$ cat config.mk
export PLATFORM = sky130hd
export DESIGN_NAME = game_timer_ctrl
export DESIGN_NICKNAME = d
export VERILOG_FILES = /design/src/rtl/game_timer_pkg.sv /design/src/rtl/edge_sync.sv /design/src/rtl/game_timer_ctrl.sv
export SDC_FILE = /design/constraint.sdc
export NUM_CORES = 1
export LEC_CHECK = 0
export ABC_AREA = 1
export CELL_PAD_IN_SITES_DETAIL_PLACEMENT = 1
export CELL_PAD_IN_SITES_GLOBAL_PLACEMENT = 1
export CORE_MARGIN = 10
export CORE_UTILIZATION = 44
export DETAILED_ROUTE_END_ITERATION = 10
export GPL_ROUTABILITY_DRIVEN = 0
export HOLD_SLACK_MARGIN = 0.1
export PLACE_DENSITY = 0.79
export SLEW_MARGIN = 0
export SYNTH_ARGS = -nofsm -noshare
export SYNTH_HDL_FRONTEND = slang
export SYNTH_HIERARCHICAL = 1
export SYNTH_SLANG_ARGS = --single-unit
$ cat constraint.sdc
create_clock -name clk -period 2.3 [get_ports clk]
set_input_delay 0.345 -clock clk [delete_from_list [all_inputs] [get_ports clk]]
set_output_delay 0.345 -clock clk [all_outputs]
set_load 0.02 [all_outputs]
$ cat src/rtl/game_timer_pkg.sv
// Shared types and default constants for the game round timer controller.
// Holds the FSM state encoding and the parameter defaults used by the top.
// No logic; imported by the controller and its sub-modules.
package game_timer_pkg;

  typedef enum logic [2:0] {
    ST_IDLE  = 3'd0,
    ST_LOAD  = 3'd1,
    ST_RUN   = 3'd2,
    ST_PAUSE = 3'd3,
    ST_DONE  = 3'd4
  } state_t;

  localparam int DEF_CLK_HZ       = 50_000_000;
  localparam int DEF_GAME_SECONDS = 30;
  localparam int DEF_WARN_SECONDS = 5;
  localparam int DEF_CNT_W        = 6;

endpackage

$ cat src/rtl/edge_sync.sv
// Two-flop synchroniser followed by a rising-edge detector for one key level.
// Latency: rise is high in the cycle after the 2nd clk edge that sees the level high.
// No backpressure: rise is a one-cycle strobe, a held level yields exactly one strobe.
module edge_sync (
  input  logic clk,
  input  logic rst,
  input  logic din,
  output logic rise
);

  logic sync1;
  logic sync2;
  logic prev;

  // Synchronise the asynchronous key level and keep its previous value
  always_ff @(posedge clk or negedge rst) begin
    if (!rst) begin
      sync1 <= 1'b0;
      sync2 <= 1'b0;
      prev  <= 1'b0;
    end else begin
      sync1 <= din;
      sync2 <= sync1;
      prev  <= sync2;
    end
  end

  assign rise = sync2 & ~prev;

endmodule

$ cat src/rtl/game_timer_ctrl.sv
// Round sequencer: turns start/pause/abort keys into timer reload, 1 s ticks and end-of-game.
// Latency: key effects land on the 3rd clk edge after the key rises; all outputs registered.
// No backpressure: ticks are fire-and-forget pulses to the display timer.
module game_timer_ctrl
  import game_timer_pkg::*;
#(
  parameter int CLK_HZ       = DEF_CLK_HZ,
  parameter int GAME_SECONDS = DEF_GAME_SECONDS,
  parameter int WARN_SECONDS = DEF_WARN_SECONDS,
  parameter int CNT_W        = DEF_CNT_W
) (
  input  logic             clk,
  input  logic             rst,
  input  logic             start,
  input  logic             pause,
  input  logic             abort,
  input  logic             game_finished,
  output logic             one_second_pulse,
  output logic             timer_rst,
  output logic             game_active,
  output logic             paused,
  output logic             game_over,
  output logic             warning,
  output logic [CNT_W-1:0] seconds_left
);

  localparam int               PS_W     = (CLK_HZ > 1) ? $clog2(CLK_HZ) : 1;
  localparam logic [PS_W-1:0]  PS_LAST  = PS_W'(CLK_HZ - 1);
  localparam logic [CNT_W-1:0] SEC_LOAD = CNT_W'(GAME_SECONDS);
  localparam logic [CNT_W-1:0] SEC_WARN = CNT_W'(WARN_SECONDS);

  logic start_rise;
  logic pause_rise;
  logic abort_rise;

  edge_sync u_start (.clk(clk), .rst(rst), .din(start), .rise(start_rise));
  edge_sync u_pause (.clk(clk), .rst(rst), .din(pause), .rise(pause_rise));
  edge_sync u_abort (.clk(clk), .rst(rst), .din(abort), .rise(abort_rise));

  state_t           state;
  state_t           state_nxt;
  logic [PS_W-1:0]  prescaler;
  logic [PS_W-1:0]  prescaler_nxt;
  logic [CNT_W-1:0] secs_nxt;
  logic             tick_nxt;
  logic             wrap;
  logic             active_nxt;

  assign wrap       = (prescaler == PS_LAST);
  assign active_nxt = (state_nxt == ST_RUN) || (state_nxt == ST_PAUSE);

  // Next state, prescaler and seconds; priority abort > end > pause > tick
  always_comb begin
    state_nxt     = state;
    prescaler_nxt = prescaler;
    secs_nxt      = seconds_left;
    tick_nxt      = 1'b0;
    unique case (state)
      ST_IDLE: begin
        if (start_rise) state_nxt = ST_LOAD;
      end
      ST_LOAD: begin
        state_nxt     = ST_RUN;
        prescaler_nxt = '0;
        secs_nxt      = SEC_LOAD;
      end
      ST_RUN: begin
        if (abort_rise) begin
          state_nxt = ST_IDLE;
        end else if (game_finished || (seconds_left == '0)) begin
          state_nxt = ST_DONE;
        end else begin
          if (pause_rise) state_nxt = ST_PAUSE;
          // A wrap coinciding with pause still delivers its tick
          if (wrap) begin
            prescaler_nxt = '0;
            tick_nxt      = 1'b1;
            if (seconds_left != '0) secs_nxt = seconds_left - CNT_W'(1);
          end else if (!pause_rise) begin
            prescaler_nxt = prescaler + PS_W'(1);
          end
        end
      end
      ST_PAUSE: begin
        if (abort_rise)      state_nxt = ST_IDLE;
        else if (pause_rise) state_nxt = ST_RUN;
      end
      ST_DONE: begin
        if (abort_rise)      state_nxt = ST_IDLE;
        else if (start_rise) state_nxt = ST_LOAD;
      end
      default: state_nxt = ST_IDLE;
    endcase
  end

  // State registers with outputs registered from the next-state values
  always_ff @(posedge clk or negedge rst) begin
    if (!rst) begin
      state            <= ST_IDLE;
      prescaler        <= '0;
      seconds_left     <= SEC_LOAD;
      one_second_pulse <= 1'b0;
      timer_rst        <= 1'b1;
      game_active      <= 1'b0;
      paused           <= 1'b0;
      game_over        <= 1'b0;
      warning          <= 1'b0;
    end else begin
      state            <= state_nxt;
      prescaler        <= prescaler_nxt;
      seconds_left     <= secs_nxt;
      one_second_pulse <= tick_nxt;
      timer_rst        <= (state_nxt == ST_IDLE) || (state_nxt == ST_LOAD);
      game_active      <= active_nxt;
      paused           <= (state_nxt == ST_PAUSE);
      game_over        <= (state_nxt == ST_DONE);
      warning          <= active_nxt && (secs_nxt <= SEC_WARN);
    end
  end

endmodule
==> qor.txt <==
Final Cycle Share -> 0.913
Per-cell routed wire length -> 17.1 µm
Slew Limit Fails -> 0
Finished Cell Area -> 3340 µm²
CTS tree -> built
P&R area growth vs syn -> 12.0%
Die Wd -> 102 µm
Final hold viol count -> 0
R2R Path Start -> seconds_left[1]
Required time of the worst setup path -> 2.53 ns
Post-Place Worst Slack -> 0.0942 ns
RSZ-0062 raised after global routing -> false
Clk root buf -> clkbuf_8
CP Class -> flop to flop
Placement Cell Area -> 3230 µm²
H-Tree Level Count -> 2
Clock Path Buffers -> 2
Core area -> 6460 µm²
Nets -> 432
Outcome -> complete, no violations
Setup TNS -> 0 ns
GRT Overall Usage -> 0.177
Post-synth EDFFs -> 0
Initial antenna violation count -> 0
Clk sinks -> 50
Max Fclk -> 476 MHz
Share of cells above drive strength 1 -> 0.116
Warnings from Yosys -> 6
Routed vias -> 2695
CP peak stage delay -> 0.55 ns
Via density -> 5.38
Prevailing post-synth register cell -> dfrtp_1
Number of port buffers -> 17
Post-synth net total -> 409
Post-CTS Setup Inserts -> 0
Max_cap viols -> 0
GR Overflow Total -> 0
Tmin final -> 2.10 ns
Latest clock arrival within the worst-skew pair -> 0.32 ns
Clock slew at reported path FFs -> 0.10 ns
Setup WS post-layout -> 0.201 ns
CP arrival -> 2.33 ns
Mapped cell area -> 2980 µm²
DRT iter0 DRCs -> 128
R2r setup slk -> 0.20 ns
Initial Util -> 0.462
Critical-path cell list -> inv_1 > ha_1 > nand3_1 > nand2_1 > nor2_2 > nand2_1 > nand2_2 > nand2_4 > buf_4 > o31ai_2
Slowest CP cell -> dfstp_2
Final WL -> 8.59 mm
Power Density -> 702 nW/µm²
Worst setup EP type -> flop
Yosys reg bits -> 50
Critical Path Source -> seconds_left[1]
Synth top area share -> 0.378
Post-synthesis cell count -> 400
FFs w/ async S/R, synth -> 1.00
# rows -> 29
IO Pins -> 18
Hold Path Class -> primary input to asynchronous set/reset pin
Largest net degree at the start of global routing -> 51
Most area-consuming cells after synthesis -> dfrtp_1 38%, nand2_1 11%, inv_1 6.7%
Hpwl dp -> 6.54 mm
Post-synth top area cell -> dfrtp_1
N_diodes -> 0
Pwr Total -> 2.34 mW
Vias in the first global route -> 2976
Die footprint -> 10500 µm²
Leak -> 1.47 nW
Most used cell, CP -> nand2_1
Residual DRC -> 0
Final ANT Viol Nets -> 0
1st-pass router iterations -> 4
Synth unique cells -> 35
First-pass GRT wire length -> 14.6 mm
Slew HR -> 0.559
Worst Max-Slew Pin Slew -> 0.661 ns
CP max FO -> 14
Vert. Die Dim -> 102 µm
Register area share after synthesis -> 0.422
CTS Buf Count -> 5
Number of setup violations in the final report -> 0
Peak VDD IR -> 495 µV
Setup Skew -> 0.0107 ns
CP startpoint kind -> flop
Avg Inst Size Synth -> 7.46 µm²
[registers in the layout, indices dropped and copies added (netlist names)]
signal / flops
u_abort/prev: 1
warning: 1
u_pause/prev: 1
seconds_left: 6
game_active: 1
one_second_pulse: 1
state: 3
u_start/sync1: 1
u_pause/sync2: 1
game_over: 1
u_start/sync2: 1
u_start/prev: 1
paused: 1
u_pause/sync1: 1
u_abort/sync2: 1
prescaler: 26
u_abort/sync1: 1
timer_rst: 1
[what timing repair did]
action / CTS / global route
hold buffers: 0 / 0
setup endpoints to repair: 0 / 15
gates resized for setup: 0 / 4
hold endpoints to repair: 0 / 0
[routing by layer]
metal | global-route usage | up-vias | routed length (µm)
li1 | - | 1325 | -
met1 | 0.210 | 1299 | 3570
met2 | 0.313 | 57 | 4430
met3 | 0.0337 | 14 | 426
met4 | 0.0618 | 0 | 163
met5 | 0 | - | 0
[Yosys cell counts, types with 3 or more instances]
| library cell | count |
|---|---|
| inv_1 | 53 |
| xnor2_1 | 4 |
| nor2_2 | 7 |
| inv_2 | 3 |
| o21ai_1 | 9 |
| xor2_1 | 11 |
| dfrtp_1 | 45 |
| buf_2 | 3 |
| a21oi_1 | 10 |
| o21ai_0 | 15 |
| buf_6 | 3 |
| dfstp_2 | 5 |
| nand4_1 | 8 |
| nor3_1 | 16 |
| nor2_1 | 52 |
| ha_1 | 3 |
| nand3_1 | 38 |
| nand2_2 | 4 |
| nand2_1 | 89 |
[cells in the final DEF, fill, tap and decap left out, types with 2 or more instances in the layout]
cell type,synthesis,final
nand3_2,2,2
o21ai_0,15,15
nand2_2,4,4
o41ai_1,2,2
clkdlybuf4s50_1,0,16
nand2_1,89,89
nand4_1,8,8
nand3_1,38,38
buf_4,0,7
o31ai_1,2,2
nor2_1,52,51
dfrtp_1,45,45
o31ai_2,2,2
ha_1,3,2
nor3_2,2,2
dfstp_2,5,5
inv_2,3,3
clkbuf_8,0,6
nor3_1,16,16
xnor2_1,4,4
o21ai_1,9,9
nand2_4,2,2
xor2_1,11,11
a21oi_1,10,10
inv_1,53,53
nor2_2,7,8
clkinv_4,0,2
[layout make-up]
| class | count | area [µm²] |
|---|---|---|
| Fill cell | 854 | 3120 |
| Clock inverter | 2 | 17.5 |
| Multi-Input combinational cell | 285 | 1440 |
| Inverter | 57 | 226 |
| Tap cell | 77 | 96.3 |
| Sequential cell | 50 | 1260 |
| Timing Repair Buffer | 24 | 218 |
| Clock buffer | 6 | 82.6 |
[where the power goes]
part | leakage, nW | internal (mW) | switching [mW]
registers | 0.657 | 0.963 | 0.0534
logic | 0.758 | 0.211 | 0.544
clock network | 0.0514 | 0.248 | 0.324
[logic make-up (layout without fill, tap and decap cells)]
| family | after synthesis | in the layout | synth area share |
|---|---|---|---|
| and+or+nand+nor | 224 | 224 | 0.341 |
| buffers and inverters | 65 | 89 | 0.0961 |
| xor gates and xnor gates | 15 | 15 | 0.0440 |
| AOI/OAI and AO/OA | 43 | 43 | 0.0843 |
| adders and majority gates | 3 | 3 | 0.0126 |
| DFF | 50 | 50 | 0.422 |
[worst paths after layout]
kind / end / cells after the start
min reg2reg: u_abort/sync2 / 0
max in group asynchronous: prescaler[8] / 2
max: prescaler[16] / 10
min in group clk: u_abort/sync2 / 0
min: prescaler[22] / 2
max reg2reg: prescaler[16] / 10
[metrics by stage]
step | util | std cells | hold slack (ns)
after floorplan | - | 400 | 0.0494
after global placement | 0.500 | 493 | 0.332
after detailed placement | 0.500 | 493 | 0.338
after CTS | 0.515 | 501 | 0.163
after global routing | 0.517 | 501 | 0.175
final | 0.517 | 501 | 0.128
[critical path: cells and delay by family (launching register included)]
kind                       cells  cell delay, ns
adders and majority gates      1            0.19
AOI/OAI and AO/OA              1            0.17
buffers and inverters          2            0.29
and+or+nand+nor                6            0.80
DFF                            1            0.55
Power figures use the tool's default switching activity.
==> RTL edit 1 (same flow settings) <==
Add an input register stage for `start`, `pause`, `abort` and `game_finished`; this delays them by one clock.
--- a/src/rtl/game_timer_ctrl.sv
+++ b/src/rtl/game_timer_ctrl.sv
@@ -29,13 +29,25 @@
   localparam logic [CNT_W-1:0] SEC_LOAD = CNT_W'(GAME_SECONDS);
   localparam logic [CNT_W-1:0] SEC_WARN = CNT_W'(WARN_SECONDS);
 
+  logic start_q;
+  logic pause_q;
+  logic abort_q;
+  logic game_finished_q;
+
+  always_ff @(posedge clk) begin
+    start_q         <= start;
+    pause_q         <= pause;
+    abort_q         <= abort;
+    game_finished_q <= game_finished;
+  end
+
   logic start_rise;
   logic pause_rise;
   logic abort_rise;
 
-  edge_sync u_start (.clk(clk), .rst(rst), .din(start), .rise(start_rise));
-  edge_sync u_pause (.clk(clk), .rst(rst), .din(pause), .rise(pause_rise));
-  edge_sync u_abort (.clk(clk), .rst(rst), .din(abort), .rise(abort_rise));
+  edge_sync u_start (.clk(clk), .rst(rst), .din(start_q), .rise(start_rise));
+  edge_sync u_pause (.clk(clk), .rst(rst), .din(pause_q), .rise(pause_rise));
+  edge_sync u_abort (.clk(clk), .rst(rst), .din(abort_q), .rise(abort_rise));
 
   state_t           state;
   state_t           state_nxt;
@@ -67,7 +79,7 @@
       ST_RUN: begin
         if (abort_rise) begin
           state_nxt = ST_IDLE;
-        end else if (game_finished || (seconds_left == '0)) begin
+        end else if (game_finished_q || (seconds_left == '0)) begin
           state_nxt = ST_DONE;
         end else begin
           if (pause_rise) state_nxt = ST_PAUSE;
Function: changed (a bounded check fails within 10 cycles, from zero or initial values and one cycle with rst low).
==> RTL edit 1 against the original RTL <==
- sequential cell count grew 4
- critical path depth up 1
- sequential power rose by 6%
- setup slack better by 48 ps
- cell area increased by 2.8%
- total power is 0.69% lower
- area after synthesis rose by 2.7%
- routed wire length down 2.6%
- critical path type unchanged
- critical endpoint is now prescaler[6]
- largest cell class unchanged
- largest power group unchanged
- highest routed layer unchanged
==> RTL edit 1: results (changes against the original RTL) <==
route:
  via_per_inst: 5.16  # -4.0%
  initialDrtViolationCount: 75  # -41%
  routedWlPerCell_um: 16.0  # -6.8%
  dr_total_vias: 2706  # +0.41%
cts:
  clk_pin_slew_ps: 120  # +20 ps
final_layout:
  layout-drive-gt1-share_pct: 11.2  # -0.34 points
  num-nets-final: 436  # +0.93%
  fill_cells: 862  # +0.94%
critical_path:
  cp_slowest_cell: "dfstp_2"
  cp_max_fo: 16  # +2
  cp.arrival_ps: 2260  # -70 ps
synth:
  syn_avg_cell_area_um2: 7.58  # +1.7%
  synthAdderAreaFrac_pct: 1.23  # -0.033 points
  synth.distinct_cells: 36  # +2.9%
  synth_common_cells: "nand2_1 (89), inv_1 (53), nor2_1 (52)"
  synthArstFlopShare_pct: 92.6  # -7.4 points
  synth_compound_area_share_pct: 8.21  # -0.22 points
  synth_xor_area_share_pct: 4.29  # -0.12 points
  yosysSeqAreaShare_pct: 43.7  # +1.5 points
  syn_nets: 413  # +0.98%
outcome:
  run_status: "complete, no violations"
grt:
  grt_pass1_vias: 2915  # -2.0%
  track_usage_pct: 16.8  # -0.94 points
  grt_pass1_wl_um: 14100  # -3.5%
power_and_ir_drop:
  peakVddDrop_mv: 0.514  # +3.8%
  power_leakage_nw: 1.50  # +2.4%
placement:
  dpl.cell_count: 516  # +4.7%
  hpwl_um: 6440  # -1.6%
  place_area_um2: 3330  # +3.2%
timing:
  finClkSkew_ps: 13.7  # +2.96 ps
  worst_pin_slew_ps: 658  # -3.00 ps
## RTL edit 1: cell types whose count changed after synthesis, sizes merged
| cell | unedited run | this run |
|---|---|---|
| dfxtp | 0 | 4 |
## RTL edit 1: power breakdown
group | internal [mW] | switching (mW) | leakage (nW) | total (mW)
sequential | 1.03 | 0.0455 | 0.691 | 1.08
clock | 0.229 | 0.358 | 0.0506 | 0.586
combinational | 0.187 | 0.478 | 0.760 | 0.665
total | 1.45 | 0.881 | 1.50 | 2.33
## RTL edit 1: worst paths after layout
| check | from | to | slack [ps] | cells after the start |
|---|---|---|---|---|
| max reg2reg | seconds_left[1] | prescaler[6] | 250 | 11 |
| min in group clk | abort_q | u_abort/sync1 | 340 | 0 |
| min | rst | prescaler[15] | 120 | 2 |
| max | seconds_left[1] | prescaler[6] | 250 | 11 |
| max in group asynchronous | rst | prescaler[8] | 1730 | 2 |
| min reg2reg | abort_q | u_abort/sync1 | 340 | 0 |
## RTL edit 1: what timing repair did
action                     in CTS  in global routing
gates resized for setup         0                  2
buffers inserted                0                  0
hold buffers                    0                  0
setup endpoints to repair       0                  7
## RTL edit 1: per-layer routing
layer	global-route usage (%)	vias to the layer above	share of wire [%]
li1	-	1339	-
met1	19.5	1327	43
met2	30.5	30	52
met3	3.59	10	3.5
met4	4.17	0	1.3
met5	0	-	0
## RTL edit 1: cell type report
| cell class | instances | area [um2] | share of cell area (%) |
|---|---|---|---|
| sequential | 54 | 1340 | 38.9 |
| clock buffer | 5 | 68.8 | 2.00 |
| multi-input combinational | 285 | 1440 | 42.0 |
| tap | 96 | 120 | 3.50 |
| timing repair buffer | 24 | 218 | 6.34 |
| clock inverter | 3 | 28.8 | 0.838 |
| inverter | 57 | 221 | 6.45 |
## RTL edit 1: logic make-up after synthesis
kind of cell | count (synthesis)
xor+xnor | 15
flops | 54
fa+ha+maj | 3
buf+inv | 65
compound gates | 43
simple gates | 224
## RTL edit 1: critical path, delay by kind of cell, from the launching register on
family	cells	cell delay, ps
simple gates	6	750
fa+ha+maj	1	180
buf+inv	2	290
compound gates	2	180
flops	1	550
## RTL edit 1: metrics by stage
stage	setup WS (ps)	utilization, %
2_1_floorplan	433	-
3_3_place_gp	295	49.1
3_5_place_dp	189	49.1
4_1_cts	160	50.5
5_1_grt	33.6	50.6
6_report	249	50.6
==> RTL edit 2 (same flow settings) <==
Made on the original files. The package constant `DEF_CLK_HZ` goes from 50_000_000 to 25_000_000.
--- a/src/rtl/game_timer_pkg.sv
+++ b/src/rtl/game_timer_pkg.sv
@@ -11,7 +11,7 @@
     ST_DONE  = 3'd4
   } state_t;
 
-  localparam int DEF_CLK_HZ       = 50_000_000;
+  localparam int DEF_CLK_HZ       = 25_000_000;
   localparam int DEF_GAME_SECONDS = 30;
   localparam int DEF_WARN_SECONDS = 5;
   localparam int DEF_CNT_W        = 6;
Function: no difference found for any inputs over 10 cycles, from zero or initial values and one cycle with rst low; that may be too few to reach the edited logic, so the function may still have changed.
==> RTL edit 2 against the original RTL <==
- sequential share of layout area decreased by 0.75 points
- area after synthesis fell by 2.7%
- sequential cell count down 1
- total power grew 8.2%
- cell area unchanged
- routed wire length down 6.0%
- via count shrank 1.0%
- setup slack worse by 28 ps
- critical path depth increased by 2
- critical endpoint is now prescaler[7]
- largest cell class unchanged
- largest power group unchanged
- highest routed layer unchanged
==> RTL edit 2: results (changes against the original RTL) <==
grt:
  gr-usage-met3_pct: 3.61  # +0.23 points
  grt_pass1_wl_um: 14100  # -3.4%
  grt_pass1_vias: 2909  # -2.3%
critical_path:
  r2r_cells: 12  # +2
  cp_max_fo: 13  # -1
  r2r-end: "prescaler[7]"
  cp.arrival_ps: 2380  # +50 ps
timing:
  period_share_pct: 92.5  # +1.2 points
  finClkSkew_ps: 14.2  # +3.51 ps
  slew_headroom_pct: 76.8  # +21 points
  fin_hold_ws_ps: 362  # +234 ps
placement:
  hpwl_um: 6350  # -3.0%
  dpl.cell_count: 481  # -2.4%
  dp_slack_ps: 99.2  # +4.93 ps
final_layout:
  layout-drive-gt1-share_pct: 13.7  # +2.1 points
  instances_no_fill: 493  # -1.6%
  fill_cells: 823  # -3.6%
  largest_reg_flops: 25  # -3.8%
synth:
  yosysSeqAreaShare_pct: 42.5  # +0.32 points
  synthCells: 386  # -3.5%
  synth.distinct_cells: 37  # +5.7%
  synthTopCellsByArea: "dfrtp_1 (38%), nand2_1 (12%), inv_1 (6.6%)"
hold_path:
  hold_path_class: "flop to flop"
route:
  dr_total_vias: 2667  # -1.0%
  wl_met2_um: 4070  # -8.1%
power_and_ir_drop:
  power_leakage_nw: 1.49  # +1.3%
outcome:
  run_status: "complete, no violations"
RTL edit 2: cell families after synthesis:
logic type	share of synthesized area [%]
AND/OR/NAND/NOR	36.3
buffers and inverters	8.71
flip-flops	42.5
AO/OA/AOI/OAI	8.54
XOR/XNOR	2.72
adder cells (fa/ha/maj)	1.29
RTL edit 2: timing repair:
item / in CTS / in global routing
setup endpoints to repair: 0 / 19
hold buffers: 1 / 0
resized for setup: 0 / 1
hold endpoints to repair: 4 / 0
buffers inserted: 0 / 3
RTL edit 2: layout make-up:
type | instances | area [um2] | share of cell area, %
tap | 77 | 96.3 | 2.88
clock inverter | 3 | 46.3 | 1.39
sequential | 49 | 1230 | 36.9
inverter | 53 | 204 | 6.10
clock buffer | 5 | 68.8 | 2.06
timing repair buffer | 30 | 278 | 8.31
multi-input combinational | 276 | 1420 | 42.4
RTL edit 2: power breakdown:
group | internal (mW) | total [mW] | switching (mW) | leakage (nW)
Combinational | 0.318 | 0.865 | 0.547 | 0.789
Sequential | 0.954 | 1.03 | 0.0718 | 0.642
Clock | 0.326 | 0.646 | 0.320 | 0.0543
RTL edit 2: critical path, stage by stage, from the launching register on:
cell and delay [ps]:
dfstp_2 560, inv_1 60, ha_1 170, nand3_1 130, nand2_1 110, inv_1 100
nand2_1 80, a22oi_2 220, nand2_4 130, buf_12 160, o21ai_0 180, inv_1 60
nor2_1 100
RTL edit 2: how the worst max path moves through the flow:
| stage | cells after the start | from | endpoint |
|---|---|---|---|
| floorplan | 11 | seconds_left[1] | prescaler[18] |
| global placement | 12 | seconds_left[1] | prescaler[7] |
| detailed placement | 12 | seconds_left[1] | prescaler[7] |
| CTS | 12 | seconds_left[1] | prescaler[7] |
| global route | 12 | seconds_left[1] | warning |
| finish | 12 | seconds_left[1] | prescaler[7] |
